==> src/rtl/uart_tx_buffered_if.sv <==
// Push-side bundle for the buffered UART transmitter.
// The master writes bytes; the slave reports FIFO occupancy.
interface uart_tx_buffered_if;
  logic       writeFlag;
  logic [7:0] dataToSend;
  logic       fullFlag;
  logic       emptyFlag;

  modport master (
    output writeFlag,
    output dataToSend,
    input  fullFlag,
    input  emptyFlag
  );

  modport slave (
    input  writeFlag,
    input  dataToSend,
    output fullFlag,
    output emptyFlag
  );
endinterface

==> src/rtl/uart_tx_buffered.sv <==
// 8N1 UART transmitter fed by a circular byte FIFO.
// Frames are sent back to back while the FIFO has data.
module uart_tx_buffered #(
  parameter int BIT_COUNT  = 10416,
  parameter int DEPTH_BITS = 4
) (
  input  logic                clock,
  input  logic                reset,
  uart_tx_buffered_if.slave   bus,
  output logic                uart_tx,
  output logic                txBusy,
  output logic                uart_tx_done
);

  localparam int DEPTH = 1 << DEPTH_BITS;
  localparam int CW    = DEPTH_BITS + 1;
  localparam int TW    = $clog2(BIT_COUNT + 1);

  typedef enum logic [1:0] {
    IDLE,
    START,
    DATA,
    STOP
  } state_t;

  state_t        state;
  logic [7:0]    mem [DEPTH];
  logic [CW-1:0] wr_ptr;
  logic [CW-1:0] rd_ptr;
  logic [CW-1:0] count;
  logic [TW-1:0] timer;
  logic [2:0]    bit_idx;
  logic [7:0]    shreg;
  logic [7:0]    head;
  logic          push;
  logic          pop;
  logic          wrap;

  assign bus.fullFlag  = count == CW'(DEPTH);
  assign bus.emptyFlag = count == '0;
  assign wrap = timer == TW'(BIT_COUNT - 1);
  assign push = bus.writeFlag && !bus.fullFlag;
  assign head = mem[rd_ptr[DEPTH_BITS-1:0]];

  // The next byte is taken when idle or right at the stop-bit wrap.
  assign pop = !bus.emptyFlag &&
    ((state == IDLE) || (state == STOP && wrap));

  always_ff @(posedge clock) begin
    if (push)
      mem[wr_ptr[DEPTH_BITS-1:0]] <= bus.dataToSend;
  end

  always_ff @(posedge clock or negedge reset) begin
    if (!reset) begin
      wr_ptr <= '0;
      rd_ptr <= '0;
      count  <= '0;
    end else begin
      if (push)
        wr_ptr <= (wr_ptr == CW'(DEPTH - 1))
          ? '0 : wr_ptr + 1'b1;
      if (pop)
        rd_ptr <= (rd_ptr == CW'(DEPTH - 1))
          ? '0 : rd_ptr + 1'b1;
      count <= count + CW'(push) - CW'(pop);
    end
  end

  always_ff @(posedge clock or negedge reset) begin
    if (!reset) begin
      state        <= IDLE;
      uart_tx      <= 1'b1;
      txBusy       <= 1'b0;
      uart_tx_done <= 1'b0;
      timer        <= '0;
      bit_idx      <= '0;
      shreg        <= '0;
    end else begin
      uart_tx_done <= 1'b0;
      timer <= (state == IDLE || wrap)
        ? '0 : timer + 1'b1;
      unique case (state)
        IDLE: begin
          if (pop) begin
            state   <= START;
            shreg   <= head;
            bit_idx <= '0;
            uart_tx <= 1'b0;
            txBusy  <= 1'b1;
          end
        end
        START: begin
          if (wrap) begin
            state   <= DATA;
            uart_tx <= shreg[0];
            shreg   <= shreg >> 1;
          end
        end
        DATA: begin
          if (wrap) begin
            if (bit_idx == 3'd7) begin
              state   <= STOP;
              uart_tx <= 1'b1;
            end else begin
              bit_idx <= bit_idx + 1'b1;
              uart_tx <= shreg[0];
              shreg   <= shreg >> 1;
            end
          end
        end
        STOP: begin
          if (wrap) begin
            uart_tx_done <= 1'b1;
            if (pop) begin
              state   <= START;
              shreg   <= head;
              bit_idx <= '0;
              uart_tx <= 1'b0;
            end else begin
              state  <= IDLE;
              txBusy <= 1'b0;
            end
          end
        end
        default: state <= IDLE;
      endcase
    end
  end

endmodule

==> src/flat_wrapper.sv <==
// flat-port wrapper written by rule: the top's interface ports become plain ports
module uart_tx_buffered_flat 
#(
  parameter int BIT_COUNT  = 10416,
  parameter int DEPTH_BITS = 4
)
  (clock, reset, uart_tx, txBusy, uart_tx_done, bus_writeFlag, bus_dataToSend, bus_fullFlag, bus_emptyFlag);
  uart_tx_buffered_if bus_i ();
  input  logic clock;
  input  logic reset;
  output logic uart_tx;
  output logic txBusy;
  output logic uart_tx_done;
  input wire logic [$bits(bus_i.writeFlag)-1:0] bus_writeFlag;
  input wire logic [$bits(bus_i.dataToSend)-1:0] bus_dataToSend;
  output wire logic [$bits(bus_i.fullFlag)-1:0] bus_fullFlag;
  output wire logic [$bits(bus_i.emptyFlag)-1:0] bus_emptyFlag;
  assign bus_i.writeFlag = bus_writeFlag;
  assign bus_i.dataToSend = bus_dataToSend;
  assign bus_fullFlag = bus_i.fullFlag;
  assign bus_emptyFlag = bus_i.emptyFlag;
  uart_tx_buffered #(.BIT_COUNT(BIT_COUNT), .DEPTH_BITS(DEPTH_BITS)) u_core (.clock(clock), .reset(reset), .bus(bus_i), .uart_tx(uart_tx), .txBusy(txBusy), .uart_tx_done(uart_tx_done));
endmodule
==> config.mk <==
export PLATFORM = sky130hd
export DESIGN_NAME = uart_tx_buffered_flat
export DESIGN_NICKNAME = d
export VERILOG_FILES = /design/src/rtl/uart_tx_buffered_if.sv /design/src/rtl/uart_tx_buffered.sv /design/src/flat_wrapper.sv
export SDC_FILE = /design/constraint.sdc
export NUM_CORES = 1
export LEC_CHECK = 0
export CAP_MARGIN = 10
export CORE_MARGIN = 2
export CORE_UTILIZATION = 35
export CTS_CLUSTER_SIZE = 8
export DETAILED_ROUTE_END_ITERATION = 16
export SETUP_SLACK_MARGIN = 0.5
export SYNTH_ARGS = -nofsm -noshare
export SYNTH_HDL_FRONTEND = slang
export SYNTH_SLANG_ARGS = --single-unit
==> constraint.sdc <==
create_clock -name clock -period 3.6 [get_ports clock]
set_input_delay 0.36 -clock clock [delete_from_list [all_inputs] [get_ports clock]]
set_output_delay 0.36 -clock clock [all_outputs]
set_load 0.02 [all_outputs]
# Word-level counts from Yosys, hierarchy flattened
# Memories as Yosys holds them, arrays and structs flattened.
# Cells that the tools add are included.
# op_classes
n_addsub,6
n_mul,0
n_div,0
order_cmp,0
eq_ne,15
n_shift,0
mux,35
n_bitwise,0
n_reduce_logical,16
# op_table
operator,count
two-way mux 8 bit,5
case mux 8 bit (4 select lines),1
adder 14 x 1 -> 14 bit (second input constant),1
== test 14 bit (second input constant),1
two-way mux 14 bit,1
two-way mux 1 bit,13
two-way mux 3 bit,4
AND reduction 4 bit,3
adder 5 x 1 -> 5 bit (second input constant),2
== test 5 x 4 -> 1 bit (second input constant),2
two-way mux 2 bit,5
two-way mux 5 bit,2
!= test 2 x 1 -> 1 bit (second input constant),5
case mux 3 bit (3 select lines),1
case mux 2 bit (4 select lines),1
adder 5 x 1 -> 5 bit,1
== test 5 bit (second input constant),1
zero test 5 bit,1
AND reduction 5 bit,1
subtractor 5 x 1 -> 5 bit,1
== test 2 bit (second input constant),2
!= test 2 bit (second input constant),2
case mux 1 bit (4 select lines),1
adder 3 x 1 -> 3 bit (second input constant),1
other kinds (10),14
# word_totals
ff_bits,45
latch_bits,0
ram_bits,128
rom_bits,0
in_bits,11
output_inout_bits,5
wordCells,83
mem_count,1
# mem_list
memory,words,word_bits,read_ports,rd_ports_with_merged_regs,write_ports,line_no,rtl
u_core.mem,16,8,1,0,1,uart_tx_buffered.sv:27,logic [7:0] mem [DEPTH];

# Logic depth before layout (Yosys ltp)
# logic_depth
depth_word,7
ltp_mapped,16
ltp_nobuf,15

# Least setup slack after synthesis
# No wires, ideal clock.
# synth_timing
path_kind,flip-flop to flip-flop
startpoint,register u_core.count[3]
endpoint,register u_core.count[4]
setup_time_ps,125
arrival_time_ps,2678
t_required_ps,3475
setup_slack_ps,797
path_stages_with_launch,17
path_buffers,1
synth_period_minus_slack_ps,2803
path_cell_list,dfrtp_1 > inv_1 > ha_1 > or4b_1 > buf_2 > clkinv_1 > nor2_1 > ha_1 > inv_1 > ha_1 > inv_1 > fa_1 > inv_1 > a21oi_1 > nor2_1 > nor2_1 > xnor2_1
# synth_via
elab_cells_between_ends,8
classes_between,add/sub (2); eq/ne (1); reduce/logical (5)
# synth_lines
item,line_no,rtl
"start, declared",uart_tx_buffered.sv:30,logic [CW-1:0] count;
"start signal, assigned",uart_tx_buffered.sv:66,count <= count + CW'(push) - CW'(pop);
zero test 5 bit,uart_tx_buffered.sv:40,assign bus.emptyFlag = count == '0;
named net bus_emptyFlag,flat_wrapper.sv:17,output wire logic [$bits(bus_i.emptyFlag)-1:0] bus_emptyFlag;
zero test 1 bit,uart_tx_buffered.sv:46,assign pop = !bus.emptyFlag &&
logical AND 1 bit,uart_tx_buffered.sv:46,
named net u_core.pop,uart_tx_buffered.sv:36,logic pop;
subtractor 5 x 1 -> 5 bit,uart_tx_buffered.sv:66,
# The timed path passes the listed nets, and every way through them passes these cells.
# A chain may end at the register's enable or synchronous reset.

# Worst setup path in the final report
# layout_timing
startpoint,register u_core.timer[0]
endpoint,register u_core.count[4]
# layout_via
elab_chain_len,5
# layout_rtl
item,line_no,rtl
"start, declared",uart_tx_buffered.sv:31,logic [TW-1:0] timer;
"start signal, assigned",uart_tx_buffered.sv:81,timer <= (state == IDLE || wrap)
== test 14 bit,uart_tx_buffered.sv:41,assign wrap = timer == TW'(BIT_COUNT - 1);
logical AND 1 bit,uart_tx_buffered.sv:47,((state == IDLE) || (state == STOP && wrap));
logical OR 1 bit,uart_tx_buffered.sv:47,
logical AND 1 bit,uart_tx_buffered.sv:46,
named net u_core.pop,uart_tx_buffered.sv:36,
subtractor 5 x 1 -> 5 bit,uart_tx_buffered.sv:66,
# The timed path passes the listed nets, and every way through them passes these cells.

==> flow_summary.yaml <==
worst_setup_path:
  cp_max_fo: 9
  critPathMaxStageDelay_ps: 390
  critPathCaptureType: "register"
  critPathTopFamily: "adder cells"
  slowest_stage: "fa_1"
  critical_path_arrival_ps: 3180
  critical_path_required_ps: 3910
  worstSetupPathType: "register to register"
  path_cells: "ha_1 > and4_4 > nand4_4 > o21ba_4 > nor2_1 > ha_1 > inv_1 > ha_1 > inv_1 > fa_1 > inv_1 > a21oi_1 > nor2_1 > nor2_1 > xnor2_1"
  start_kind: "register"
  cp.buffers_inverters: 3
clock_network:
  cts_max_level: 4
  clk_path_buf_depth: 2
  path_clk_slew_ps: 70
  cts.sinks: 173
  postCtsHoldBufs: 0
  post_cts_buffers: 0
  cts_root_buf: "clkbuf_16"
  worstSkewPairLatency_ps: 430
  post_cts_resize_count: 0
  cts_tree: "done"
  cts_buffers: 17
place:
  place_congestion: 0.824
  portBuffers: 15
  hpwl_mm: 9.82
synth:
  ys_seq_elements: 173
  avgSynthCellArea_um2: 14.7
  synthFlopType: "edfxtp_1"
  ys_warn_count: 0
  synth_area_um2: 7450
  synth_edf_count: 128
  synth_nets: 539
  yosys.cell_types.count: 59
  async_reset_ff_share_pct: 26.0
  syn_inst: 507
  synth_seq_area_share_pct: 66.7
sta:
  rsz0062_at_grt: "no"
  finalHoldViolCount: 0
  finalMaxSlewViolations: 0
  fmax_mhz: 349
  finalClockSkew_ps: 6.20
  min_period_over_period_pct: 79.7
  fin_tns_setup_ps: 0
  setup_viol: 0
  min_period_ps: 2870
  relSlewSlack_pct: 33.2
  worst_slew_pin_slew_ps: 1000
routing:
  antenna_left: 0
  drt-total-wl_mm: 15.0
  drc_errors: 0
  route.vias.total: 4237
  wl_per_cell_um: 18.4
  drt_iter0_drc: 313
  vias_per_cell: 5.17
  dr.pass1.iters: 5
floorplan:
  die_height_um: 150
  row_count: 53
  coreArea_um2: 21000
  die_w_um: 150
  die_area_um2: 22500
  initial_core_util_pct: 35.6
  ios: 16
final_layout:
  syn2layout_area_growth_pct: 14.3
  finish.utilization_pct: 40.6
  antennaDiodeCount: 0
  layout_commonest_cell: "edfxtp_1"
  final_cell_mix: "128 x edfxtp_1, 64 x mux2i_1, 43 x dfrtp_1"
  nets: 563
  fillers: 1935
  drive_above_1_share_pct: 11.2
power:
  powerDensity_nw_per_um2: 556
  p_leak_nw: 3.51
  ir_drop_mv: 0.336
global_routing:
  grt_max_degree: 49
  gr-total-overflow: 0
  grt_first_pass_wirelength_mm: 23.7
  grt_pass1_vias: 4296
  antenna_found_initial: 0
  grt.total_usage_pct: 14.2
run:
  cap_violations: 0
outcome:
  status: "complete, no violations"
hold_path:
  hold_path_class: "primary input to async pin"
-- logic make-up (layout without fill, tap and decap cells) --
| family | count (synthesis) | after routing | share of synthesized area, % |
|---|---|---|---|
| AOI/OAI and AO/OA | 88 | 88 | 9.18 |
| and+or+nand+nor | 100 | 100 | 7.05 |
| buffers and inverters | 41 | 78 | 2.35 |
| adders and majority gates | 21 | 21 | 3.63 |
| muxes | 67 | 67 | 9.10 |
| xor gates and xnor gates | 17 | 17 | 2.00 |
| DFF | 173 | 173 | 66.7 |
-- stage by stage --
step | hold WS (ps) | cell area (um2) | setup WS [ps] | power (W) | cells
after CTS | 143 | 8510 | 584 | 0.00478 | 819
final | 98.3 | 8520 | 732 | 0.00474 | 819
after global routing | 171 | 8520 | 522 | 0.00495 | 819
after detailed placement | 478 | 7930 | 610 | 0.00300 | 787
after floorplan | 64.4 | 7450 | 797 | 0.00281 | 507
after global placement | 460 | 7930 | 690 | 0.00296 | 787
-- state kept, by name, indices dropped and copies added, names as in the netlist --
name and flops:
u_core.bit_idx 3, u_core.count 5, u_core.mem 128, u_core.rd_ptr 5, u_core.shreg 8, u_core.state 2, u_core.timer 14, u_core.txBusy 1
u_core.uart_tx 1, u_core.uart_tx_done 1, u_core.wr_ptr 5
-- where the power goes --
part	switching, W	total [W]	internal (W)
logic	0.000331	0.000526	0.000196
registers	0.0000911	0.00243	0.00233
clock network	0.000809	0.00179	0.000978
total	0.00123	0.00474	0.00351
-- worst paths after layout --
kind	startpoint	end	slack, ps	depth (start not counted)
max reg2reg	u_core.timer[0]$_DFF_PN0_	u_core.count[4]$_DFF_PN0_	730	15
max	u_core.timer[0]$_DFF_PN0_	u_core.count[4]$_DFF_PN0_	730	15
min in group clock	u_core.timer[0]$_DFF_PN0_	u_core.timer[0]$_DFF_PN0_	490	1
min	reset	u_core.timer[13]$_DFF_PN0_	100	1
max in group asynchronous	reset	u_core.rd_ptr[0]$_DFFE_PN0P_	2760	1
min reg2reg	u_core.timer[0]$_DFF_PN0_	u_core.timer[0]$_DFF_PN0_	490	1
-- worst register-to-register path: stages (launching register included) --
cell and delay [ps]:
dfrtp_1 380, ha_1 210, and4_4 250, nand4_4 190
o21ba_4 280, nor2_1 150, ha_1 250, inv_1 60
ha_1 160, inv_1 50, fa_1 390, inv_1 70
a21oi_1 50, nor2_1 80, nor2_1 50, xnor2_1 120
-- synth_stat cells (4+ instances only) --
cell | count | share of area (%)
inv_1 | 19 | 0.96
nor2_1 | 37 | 1.9
ha_1 | 20 | 3.4
a22oi_1 | 4 | 0.40
xor2_1 | 9 | 1.1
a22o_1 | 16 | 1.9
dfrtp_1 | 44 | 15
o2bb2ai_1 | 7 | 0.82
nor2b_1 | 4 | 0.34
edfxtp_1 | 128 | 52
a21oi_1 | 8 | 0.54
clkbuf_1 | 11 | 0.55
nand2b_1 | 5 | 0.42
buf_4 | 4 | 0.40
xnor2_1 | 8 | 0.94
o21ai_0 | 16 | 1.1
nand3_1 | 6 | 0.40
o221ai_1 | 7 | 0.82
nand2_1 | 20 | 1.0
nor3_1 | 6 | 0.40
a221oi_1 | 14 | 1.6
mux2i_1 | 64 | 8.6
buf_2 | 5 | 0.34
-- layer usage --
layer / up-vias / GRT usage (%) / wire length [um]
li1: 1980 / - / -
met1: 2159 / 18.1 / 6680
met2: 81 / 23.8 / 7650
met3: 17 / 3.20 / 479
met4: 0 / 5.00 / 229
met5: - / 0 / 0
-- area by class of cell --
cell class                      instances  area, um2  area share [%]
Clock buffer                           17        425            5.00
Sequential cell                       173       4970            58.4
Multi-Input combinational cell        293       2320            27.2
Inverter                               21       78.8           0.926
Timing Repair Buffer                   25        220            2.59
Clock inverter                         15        155            1.82
Tap cell                              275        344            4.04
No activity file was read; power rests on OpenSTA's default activity.
